==> config.mk <==
export PLATFORM = sky130hd
export DESIGN_NAME = cache_fill_fsm_flat
export DESIGN_NICKNAME = d
export VERILOG_FILES = /design/src/rtl/cache_fill_fsm_if.sv /design/src/rtl/cache_fill_fsm.sv /design/src/flat_wrapper.sv
export SDC_FILE = /design/constraint.sdc
export NUM_CORES = 1
export LEC_CHECK = 0
export CORE_ASPECT_RATIO = 0.5
export CORE_MARGIN = 3
export CORE_UTILIZATION = 35
export CTS_CLUSTER_DIAMETER = 50
export DETAILED_ROUTE_END_ITERATION = 8
export PLACE_DENSITY = 0.68
export SLEW_MARGIN = 20
export SYNTH_ARGS = -nofsm -noshare
export SYNTH_HDL_FRONTEND = slang
export SYNTH_SLANG_ARGS = --single-unit
==> constraint.sdc <==
create_clock -name clk -period 2.5 [get_ports clk]
set_clock_uncertainty 0.05 [all_clocks]
set_input_delay 0.5 -clock clk [delete_from_list [all_inputs] [get_ports clk]]
set_output_delay 0.5 -clock clk [all_outputs]
set_load 0.01 [all_outputs]
==> src/rtl/cache_fill_fsm_if.sv <==
// cache_fill_fsm_if
//   Bundles the miss handshake, the memory read/return signals and the
//   cache array write strobes used by the block-fill controller.
//   master : upstream/downstream side (drives miss and memory returns)
//   slave  : the fill controller itself
//   Signals:
//     miss_detected     miss on the current access
//     miss_address      byte address of the missing access
//     memory_data_valid one returned memory word this cycle
//     fsm_busy          fill in progress (pipeline stall)
//     mem_read          memory read request this cycle
//     memory_address    byte address of the requested word
//     write_data_array  write the returned word into the data array
//     word_index        word slot within the block for that write
//     write_tag_array   write tag and valid bit for the filled block
interface cache_fill_fsm_if #(
  parameter int ADDR_W = 16,
  parameter int IDX_W  = 3
);
  logic              miss_detected;
  logic [ADDR_W-1:0] miss_address;
  logic              memory_data_valid;
  logic              fsm_busy;
  logic              mem_read;
  logic [ADDR_W-1:0] memory_address;
  logic              write_data_array;
  logic [IDX_W-1:0]  word_index;
  logic              write_tag_array;

  modport master (
    output miss_detected,
    output miss_address,
    output memory_data_valid,
    input  fsm_busy,
    input  mem_read,
    input  memory_address,
    input  write_data_array,
    input  word_index,
    input  write_tag_array
  );

  modport slave (
    input  miss_detected,
    input  miss_address,
    input  memory_data_valid,
    output fsm_busy,
    output mem_read,
    output memory_address,
    output write_data_array,
    output word_index,
    output write_tag_array
  );
endinterface

==> src/rtl/cache_fill_fsm.sv <==
// cache_fill_fsm
//   Miss handler for a direct-mapped cache with 2-byte words. On a miss it
//   latches the block base, issues one memory read per word of the block,
//   counts returning words and steers each into its data-array slot, and
//   writes the tag together with the last word.
//   Ports:
//     clk  system clock, rising edge
//     rst  asynchronous active-high reset
//     bus  cache_fill_fsm_if.slave (miss inputs, memory returns, strobes)
//   Outputs are decoded from registered state; the data/tag write strobes
//   additionally follow memory_data_valid in the same cycle. Nothing depends
//   combinationally on miss_detected or miss_address.
module cache_fill_fsm #(
  parameter int WORDS_PER_BLOCK = 8,
  parameter int ADDR_W          = 16
) (
  input logic             clk,
  input logic             rst,
  cache_fill_fsm_if.slave bus
);

  localparam int IDX_W  = $clog2(WORDS_PER_BLOCK);
  localparam int OFF_W  = IDX_W + 1;          // word index plus byte-in-word bit
  localparam int CNT_W  = IDX_W + 1;          // issue count must reach WORDS_PER_BLOCK
  localparam int BASE_W = ADDR_W - OFF_W;

  localparam logic [CNT_W-1:0] ISSUE_DONE = CNT_W'(WORDS_PER_BLOCK);
  localparam logic [IDX_W-1:0] LAST_IDX   = IDX_W'(WORDS_PER_BLOCK - 1);

  typedef enum logic [1:0] {
    IDLE = 2'b00,
    FILL = 2'b01
  } state_t;

  state_t            state_reg;
  logic [BASE_W-1:0] base_reg;
  logic [CNT_W-1:0]  issue_cnt_reg;
  logic [IDX_W-1:0]  rcv_cnt_reg;

  logic in_fill;
  logic issuing;
  logic word_take;

  assign in_fill   = (state_reg == FILL);
  assign issuing   = in_fill && (issue_cnt_reg != ISSUE_DONE);
  assign word_take = in_fill && bus.memory_data_valid;

  always_ff @(posedge clk or posedge rst) begin
    if (rst) begin
      state_reg     <= IDLE;
      base_reg      <= '0;
      issue_cnt_reg <= '0;
      rcv_cnt_reg   <= '0;
    end else begin
      case (state_reg)
        IDLE: begin
          if (bus.miss_detected) begin
            base_reg      <= bus.miss_address[ADDR_W-1:OFF_W];
            issue_cnt_reg <= '0;
            rcv_cnt_reg   <= '0;
            state_reg     <= FILL;
          end
        end
        FILL: begin
          // Issue side runs freely and parks at WORDS_PER_BLOCK.
          if (issuing)
            issue_cnt_reg <= issue_cnt_reg + 1'b1;
          // Receive side advances only on valid pulses, so return gaps are fine.
          if (bus.memory_data_valid) begin
            rcv_cnt_reg <= rcv_cnt_reg + 1'b1;
            if (rcv_cnt_reg == LAST_IDX)
              state_reg <= IDLE;
          end
        end
        default: state_reg <= IDLE;  // unused encodings recover to IDLE
      endcase
    end
  end

  assign bus.fsm_busy         = in_fill;
  assign bus.mem_read         = issuing;
  // Once issuing is done, issue_cnt_reg[IDX_W-1:0] wraps to 0, giving the base.
  assign bus.memory_address   = in_fill ? {base_reg, issue_cnt_reg[IDX_W-1:0], 1'b0} : '0;
  assign bus.write_data_array = word_take;
  assign bus.word_index       = word_take ? rcv_cnt_reg : '0;
  assign bus.write_tag_array  = word_take && (rcv_cnt_reg == LAST_IDX);

endmodule
==> src/flat_wrapper.sv <==
// flat-port wrapper written by rule: the top's interface ports become plain ports
module cache_fill_fsm_flat 
#(
  parameter int WORDS_PER_BLOCK = 8,
  parameter int ADDR_W          = 16
)
  (clk, rst, bus_miss_detected, bus_miss_address, bus_memory_data_valid, bus_fsm_busy, bus_mem_read, bus_memory_address, bus_write_data_array, bus_word_index, bus_write_tag_array);
  cache_fill_fsm_if #(.ADDR_W(ADDR_W)) bus_i ();
  input logic clk;
  input logic rst;
  input wire logic [$bits(bus_i.miss_detected)-1:0] bus_miss_detected;
  input wire logic [$bits(bus_i.miss_address)-1:0] bus_miss_address;
  input wire logic [$bits(bus_i.memory_data_valid)-1:0] bus_memory_data_valid;
  output wire logic [$bits(bus_i.fsm_busy)-1:0] bus_fsm_busy;
  output wire logic [$bits(bus_i.mem_read)-1:0] bus_mem_read;
  output wire logic [$bits(bus_i.memory_address)-1:0] bus_memory_address;
  output wire logic [$bits(bus_i.write_data_array)-1:0] bus_write_data_array;
  output wire logic [$bits(bus_i.word_index)-1:0] bus_word_index;
  output wire logic [$bits(bus_i.write_tag_array)-1:0] bus_write_tag_array;
  assign bus_i.miss_detected = bus_miss_detected;
  assign bus_i.miss_address = bus_miss_address;
  assign bus_i.memory_data_valid = bus_memory_data_valid;
  assign bus_fsm_busy = bus_i.fsm_busy;
  assign bus_mem_read = bus_i.mem_read;
  assign bus_memory_address = bus_i.memory_address;
  assign bus_write_data_array = bus_i.write_data_array;
  assign bus_word_index = bus_i.word_index;
  assign bus_write_tag_array = bus_i.write_tag_array;
  cache_fill_fsm #(.WORDS_PER_BLOCK(WORDS_PER_BLOCK), .ADDR_W(ADDR_W)) u_core (.clk(clk), .rst(rst), .bus(bus_i));
endmodule
==> flow_summary.toml, run 1 <==
[drt]
route.detailed.drc = 0
drt_iter0_drc = 28
avgViaCountPerCell = 4.37
first_pass_iters = 2
wl_um = 2110
post_drt_wl_per_cell_um = 11.2
vias = 822
antenna_left = 0

[global_route]
grt_max_degree = 21
antenna_found_initial = 0
first_global_vias = 861
grt_usage_pct = 13.7
overflow = 0
grt_pass1_wl_um = 3670

[setup_path]
end_kind = "primary output"
startpoint = "bus_memory_data_valid"
critPathArrivalTime_ps = 1830
crit_required_ps = 1950
path_class = "input pin to primary output"
crit-reg2reg-launch = "u_core.state_reg[0]"
start_kind = "input pin"
cp_max_fo = 5

[placement]
gp_congestion = 0.732
dp_hpwl_um = 1560
port_buffers = 37
place_ws_ps = 123
placed_cell_area_mm2 = 0.00141

[cells_and_area]
nets = 176
antennaDiodeCount = 0
fin_area_mm2 = 0.00146
largest_reg_flops = 12
drive_gt1_share_pct = 5.30
layout_commonest_cell = "nand2_1"
fillCellCount = 267
final_cell_mix = "nand2_1 (38), clkdlybuf4s50_1 (37), dfrtp_1 (20)"
area_growth_pct = 45.5

[job]
drv_cap = 0

[floorplan]
ios = 43
rows = 13
start_util_pct = 37.6
dieArea_mm2 = 0.00358
core-area_mm2 = 0.00267
dieWidth_um = 81.7
die_y_um = 43.9

[synth]
synth_cell_types = 23
async_reset_ff_share_pct = 100
yosysSeqAreaShare_pct = 49.9
post_synth.cell_area_avg_um2 = 8.80
synthCells = 114
synth-seq-cells = 20
synth_edf_count = 0
ys.flop_type = "dfrtp_1"
synthesis.nets = 138
ys_warn_count = 0
netlist_area_mm2 = 0.00100

[clock_network]
clk_pin_slew_ps = 70
cts-resized-gates = 0
cts_buffers = 3
cts.sinks = 20
htree_levels = 1
clock_path_buffers = 2
cts_tree = "done"
cts-root-buf = "clkbuf_8"
insertion_delay_ps = 250

[sta]
fin_ws_ps = 122
worst_pin_slew_ps = 777
timing.final.hold_violations = 0
period_minus_slack_ps = 2380
rsz0062_at_grt = "true"
fmax_mhz = 420
slew_headroom_pct = 48.1
slew_viol_final = 0
finalCritPeriodShare_pct = 95.1
setup_viol = 0

[power_and_ir_drop]
powerDensity_mw_per_mm2 = 1130
power.leakage_nw = 0.699
vdd_ir_drop_max_mv = 0.413

[run_status]
outcome = "finished clean"

[hold_path]
hold_class = "flop to flop"
hold_start = "u_core.base_reg[6]"
==> logic make-up (layout without fill, tap and decap cells) <==
family / Yosys count / count (layout) / synth area share [%]
AOI/OAI and AO/OA: 5 / 5 / 3.24
xor gates and xnor gates: 1 / 1 / 0.873
adders and majority gates: 4 / 4 / 4.99
buffers and inverters: 10 / 47 / 4.49
DFF: 20 / 20 / 49.9
muxes: 3 / 3 / 3.12
other: 1 / 1 / 0.374
and+or+nand+nor: 70 / 70 / 33.0
==> cell type report <==
cell class                 instances  area (µm²)  share of cell area, %
clock buffer                       4        55.1                   3.77
inverter                           4        15.0                   1.03
multi-input combinational         84         458                   31.4
sequential                        20         500                   34.3
tap                               37        46.3                   3.17
timing repair buffer              39         385                   26.4
==> final timing paths <==
| path | endpoint | slack, ps | cells past startpoint |
|---|---|---|---|
| worst max-delay path | bus_write_data_array | 120 | 3 |
| worst max register to register | u_core.issue_cnt_reg[0] | 760 | 4 |
| max in group asynchronous | u_core.base_reg[9] | 1280 | 2 |
| worst min-delay path | u_core.base_reg[6] | 420 | 2 |
| worst min register to register | u_core.base_reg[6] | 420 | 2 |
| min in group asynchronous | u_core.base_reg[10] | 630 | 2 |
==> synth_stat cells, types with 3 or more instances <==
library cell  number  area, µm²
ha_1               4       50.1
nor2_1             5       18.8
buf_2              3       15.0
and3_1             4       25.0
dfrtp_1           20        500
nand2_1           38        143
and2_1            16        100
inv_1              4       15.0
==> through the flow <==
stage / total power, mW / std cells / TNS (ps) / utilization [%] / hold WS (ps)
final: 1.65 / 188 / 0 / 54.7 / 420
after global routing: 1.81 / 188 / -3.76 / 54.7 / 459
after detailed placement: 1.43 / 184 / 0 / 52.7 / 408
after floorplan: 1.02 / 114 / 0 / - / 388
after CTS: 1.68 / 188 / 0 / 54.7 / 426
after global placement: 1.41 / 184 / 0 / 52.7 / 400
==> power breakdown <==
part           leakage (nW)  switching, mW  total, mW  internal, mW
Sequential            0.244          0.110      0.584         0.474
Combinational         0.427          0.330      0.823         0.493
Clock                0.0288          0.105      0.245         0.140
==> what timing repair did <==
item                                    CTS  global route
buffers inserted                          0             0
endpoints found under the hold margin     0             0
hold buffers                              0             0
endpoints found under the setup margin    0             1
==> metal layers <==
layer	wire length [µm]	share of wire, %	global-route usage [%]	vias to the layer above
li1	-	-	-	428
met1	1020	48	16.2	377
met2	996	47	23.4	13
met3	59	2.8	3.11	4
met4	37	1.8	6.95	0
met5	0	0	0	-
==> worst max-delay path, stage by stage <==
cell and delay [ps]:
clkdlybuf4s50_1 510, and2_1 250, clkdlybuf4s50_1 570
Note: power is estimated with default switching activity, not from simulation.
==> inputs of run 2 (changes only) <==
Settings changed: DONT_BUFFER_PORTS from default to 1, PLACE_DENSITY 0.68 to default, SLEW_MARGIN 20 to default.
==> run 2 against run 1 <==
  * Count of clock-buffer cells in the layout fell by 1
  * Register-to-register slack hardly changed
  * Critical path depth decreased by 1
  * Largest power group is now sequential cells
  * Non-clock buffer count decreased by 38
  * Highest routed layer unchanged
  * Flip-flop and latch count unchanged
==> flow_summary.toml, run 2 (synthesized netlist as in run 1, its figures left out) <==
[setup_path]
cp_max_fo = 27
end_kind = "primary output"
critPathArrivalTime_ps = 1540
start_kind = "flop"
path_class = "flop to primary output"
crit_required_ps = 1950
ff2ff_setup_slack_ps = 750

[cells_and_area]
drive_gt1_share_pct = 5.36
layout_commonest_cell = "nand2_1"
fillCellCount = 285
largest_reg_flops = 12
final_cell_mix = "nand2_1 (38), dfrtp_1 (20), and2_1 (16)"
antennaDiodeCount = 0
nets = 138
fin_area_mm2 = 0.00107
area_growth_pct = 6.48
utilization_pct = 40.1

[sta]
rsz0062_at_grt = "false"
fin_setup_tns_ps = 0
period_minus_slack_ps = 2090
slew_headroom_pct = 50.0
worst_pin_slew_ps = 749
timing.final.hold_violations = 0
slew_viol_final = 0
setup_viol = 0
fmax_mhz = 478
finalCritPeriodShare_pct = 83.6

[hold_path]
hold_class = "input pin to async pin"

[floorplan]
dieWidth_um = 81.7
ios = 43
rows = 13
start_util_pct = 37.6
die_y_um = 43.9
core-area_mm2 = 0.00267
dieArea_mm2 = 0.00358

[placement]
dp_hpwl_um = 1350
port_buffers = 0
placed_cell_area_mm2 = 0.00103
gp_congestion = 0.671

[drt]
antenna_left = 0
wl_um = 1870
vias = 696
post_drt_wl_per_cell_um = 12.6
avgViaCountPerCell = 4.67
first_pass_iters = 4
drt_iter0_drc = 35
wl_met2_um = 834
met1_length_um = 910
dr_wl_met3_um = 104
route.detailed.drc = 0
topRoutingLayerUsed = "met4"

[clock_network]
cts.sinks = 20
insertion_delay_ps = 250
cts-root-buf = "clkbuf_8"
holdBufCountCts = 0
clk_pin_slew_ps = 70
cts_setup_buffers = 0
htree_levels = 1
cts_tree = "done"
cts-resized-gates = 0
cts_buffers = 3
clock_path_buffers = 2

[global_route]
grt_max_degree = 28
grt_pass1_wl_um = 3110
antenna_found_initial = 0
grt_usage_pct = 11.5
first_global_vias = 672
overflow = 0

[power_and_ir_drop]
power_mw = 1.29
vdd_ir_drop_max_mv = 0.430
power.leakage_nw = 0.546
powerDensity_mw_per_mm2 = 1210

[run_status]
outcome = "finished clean"

[job]
drv_cap = 0
## run 2: changes by cell type in the layout (fill, tap and decap cells not counted), sizes merged
cell / previous run / this run
buf: 2 / 1
clkdlybuf4s50: 37 / 0
clkbuf: 4 / 3
## run 2: power breakdown
| part | internal (mW) | total (mW) | switching, mW |
|---|---|---|---|
| registers | 0.474 | 0.594 | 0.120 |
| clock network | 0.107 | 0.202 | 0.0946 |
| logic | 0.217 | 0.495 | 0.278 |
## run 2: per-stage QoR
| stage | cells | setup slack, ps | hold slack, ps |
|---|---|---|---|
| finish | 149 | 409 | 214 |
| CTS | 149 | 359 | 242 |
| floorplan | 114 | 977 | 388 |
| global placement | 146 | 632 | 400 |
| detailed placement | 146 | 648 | 405 |
| global route | 149 | 252 | 278 |
## run 2: layer usage
| layer | GRT usage [%] | vias to the layer above |
|---|---|---|
| met3 | 4.56 | 2 |
| met5 | 0 | - |
| met1 | 15.4 | 329 |
| met2 | 16.9 | 16 |
| met4 | 3.97 | 0 |
| li1 | - | 349 |
## run 2: critical path: stages, from the launching register on
cell,delay (ps)
dfrtp_1,830
o21ai_1,280
inv_1,170
## run 2: worst paths after layout
kind,start,end,depth (start not counted)
max,u_core.state_reg[0],bus_mem_read,2
min,rst,u_core.base_reg[11],1
max reg2reg,u_core.state_reg[0],u_core.issue_cnt_reg[0],3
min reg2reg,u_core.base_reg[3],u_core.base_reg[3],2
max in group asynchronous,rst,u_core.base_reg[4],1
min in group clk,bus_miss_address[13],u_core.base_reg[9],2
## run 2: final cells by class
class	count	area [µm²]	area share, %
flip-flops and latches	20	500	46.8
multi-input cells	84	458	42.9
clock buffers	3	41.3	3.86
inverters	4	15.0	1.41
repair buffers	1	7.51	0.703
well taps	37	46.3	4.33
==> inputs of run 3 (changes only) <==
Clock period 2.5 ns to 2.06 ns, I/O delays scaled along.
==> run 3 against run 2 <==
  * Flip-flop and latch count did not move
  * Power increased by 22%
  * Critical path depth is the same
  * Clock power rose by 22%
  * Count of clock-buffer cells in the layout stayed put
  * Wire length rose by 0.27%
  * First-iteration DRC count decreased by 40%
  * Sequential share of layout area fell by 0.65 points
  * Global-route usage shrank 0.32 points
  * Largest cell class unchanged
  * Highest routed layer unchanged
==> flow_summary.toml, run 3 (synthesized netlist as in run 1, its figures left out) <==
[setup_path]
crit_required_ps = 1600
cpMaxStageDelayCell = "dfrtp_1"
start_kind = "flop"
cp_max_fo = 19
crit_chain = "buf_4, and2_1"
path_delay_family = "flip-flops"
max_stage_delay_ps = 690
path_class = "flop to primary output"
critPathBufInv = 1
end_kind = "primary output"
critPathArrivalTime_ps = 1390

[global_route]
overflow = 0
first_global_vias = 635
antenna_found_initial = 0
grt_usage_pct = 11.1
grt_pass1_wl_um = 2970
grt_max_degree = 21

[placement]
gp_congestion = 0.674
dp_hpwl_um = 1390
port_buffers = 0

[drt]
vias = 697
first_pass_iters = 4
drt_iter0_drc = 21
wl_um = 1880
avgViaCountPerCell = 4.62
route.detailed.drc = 0
antenna_left = 0
post_drt_wl_per_cell_um = 12.4

[cells_and_area]
fillCellCount = 279
largest_reg_flops = 12
utilization_pct = 40.6
nets = 140
layout_commonest_cell = "nand2_1"
area_growth_pct = 7.98
final_cell_mix = "nand2_1 (38), dfrtp_1 (20), and2_1 (16)"
antennaDiodeCount = 0
drive_gt1_share_pct = 7.02

[clock_network]
cts_tree = "done"
cts.sinks = 20
cts_setup_buffers = 0
cts-root-buf = "clkbuf_8"
insertion_delay_ps = 250
cts_buffers = 3
holdBufCountCts = 0
clk_pin_slew_ps = 70
cts-resized-gates = 0
clock_path_buffers = 2
htree_levels = 1

[floorplan]
dieArea_mm2 = 0.00358
dieWidth_um = 81.7
ios = 43
die_y_um = 43.9
start_util_pct = 37.6
core-area_mm2 = 0.00267
rows = 13

[sta]
fin_setup_tns_ps = 0
finalCritPeriodShare_pct = 89.7
slew_headroom_pct = 49.8
rsz0062_at_grt = "false"
fmax_mhz = 541
slew_viol_final = 0
period_minus_slack_ps = 1850
setup_viol = 0
worst_pin_slew_ps = 752
timing.final.hold_violations = 0

[hold_path]
hold_class = "input pin to async pin"

[job]
drv_cap = 0

[power_and_ir_drop]
vdd_ir_drop_max_mv = 0.454
power.leakage_nw = 0.554
powerDensity_mw_per_mm2 = 1450
power_mw = 1.58

[run_status]
outcome = "finished clean"
## run 3: final timing paths
check | from | to | slack, ps | cells past startpoint
worst max-delay path | u_core.state_reg[0] | bus_memory_address[8] | 210 | 2
worst min-delay path | rst | u_core.base_reg[6] | 130 | 1
worst max register to register | u_core.state_reg[0] | u_core.base_reg[1] | 540 | 4
worst min register to register | u_core.base_reg[6] | u_core.base_reg[6] | 420 | 2
max in group asynchronous | rst | u_core.base_reg[2] | 1360 | 1
min in group clk | bus_miss_address[13] | u_core.base_reg[9] | 210 | 2
## run 3: metrics by stage
step | hold WS, ps | std cells | worst slack, ps | area [µm²]
global placement | 401 | 148 | 462 | 1040
finish | 128 | 151 | 212 | 1080
global route | 197 | 151 | 59.3 | 1080
detailed placement | 405 | 148 | 446 | 1040
CTS | 165 | 151 | 159 | 1080
floorplan | 326 | 114 | 625 | 1000
## run 3: final cells by class
class	instances	area (µm²)	area share [%]
Clock buffer	3	41.3	3.81
Multi-Input combinational cell	84	458	42.3
Sequential cell	20	500	46.2
Tap cell	37	46.3	4.27
Timing Repair Buffer	3	22.5	2.08
Inverter	4	15.0	1.39
## run 3: metal layers
metal	wire length (µm)	track usage, %	part of all wire, %	vias to the layer above
li1	-	-	-	351
met1	931	16.1	50	328
met2	841	15.4	45	16
met3	87	4.36	4.6	2
met4	18	2.98	0.96	0
met5	0	0	0	-
## run 3: where the power goes
group | leakage (nW) | total (mW) | internal [mW] | switching (mW)
combinational | 0.289 | 0.615 | 0.272 | 0.343
sequential | 0.244 | 0.714 | 0.576 | 0.138
clock | 0.0216 | 0.247 | 0.130 | 0.117
## run 3: worst reg2reg max path, stage by stage, from the launching register on
cell	delay (ps)
dfrtp_1	690
nand2b_1	380
buf_4	220
nand2_1	60
nand2_1	60
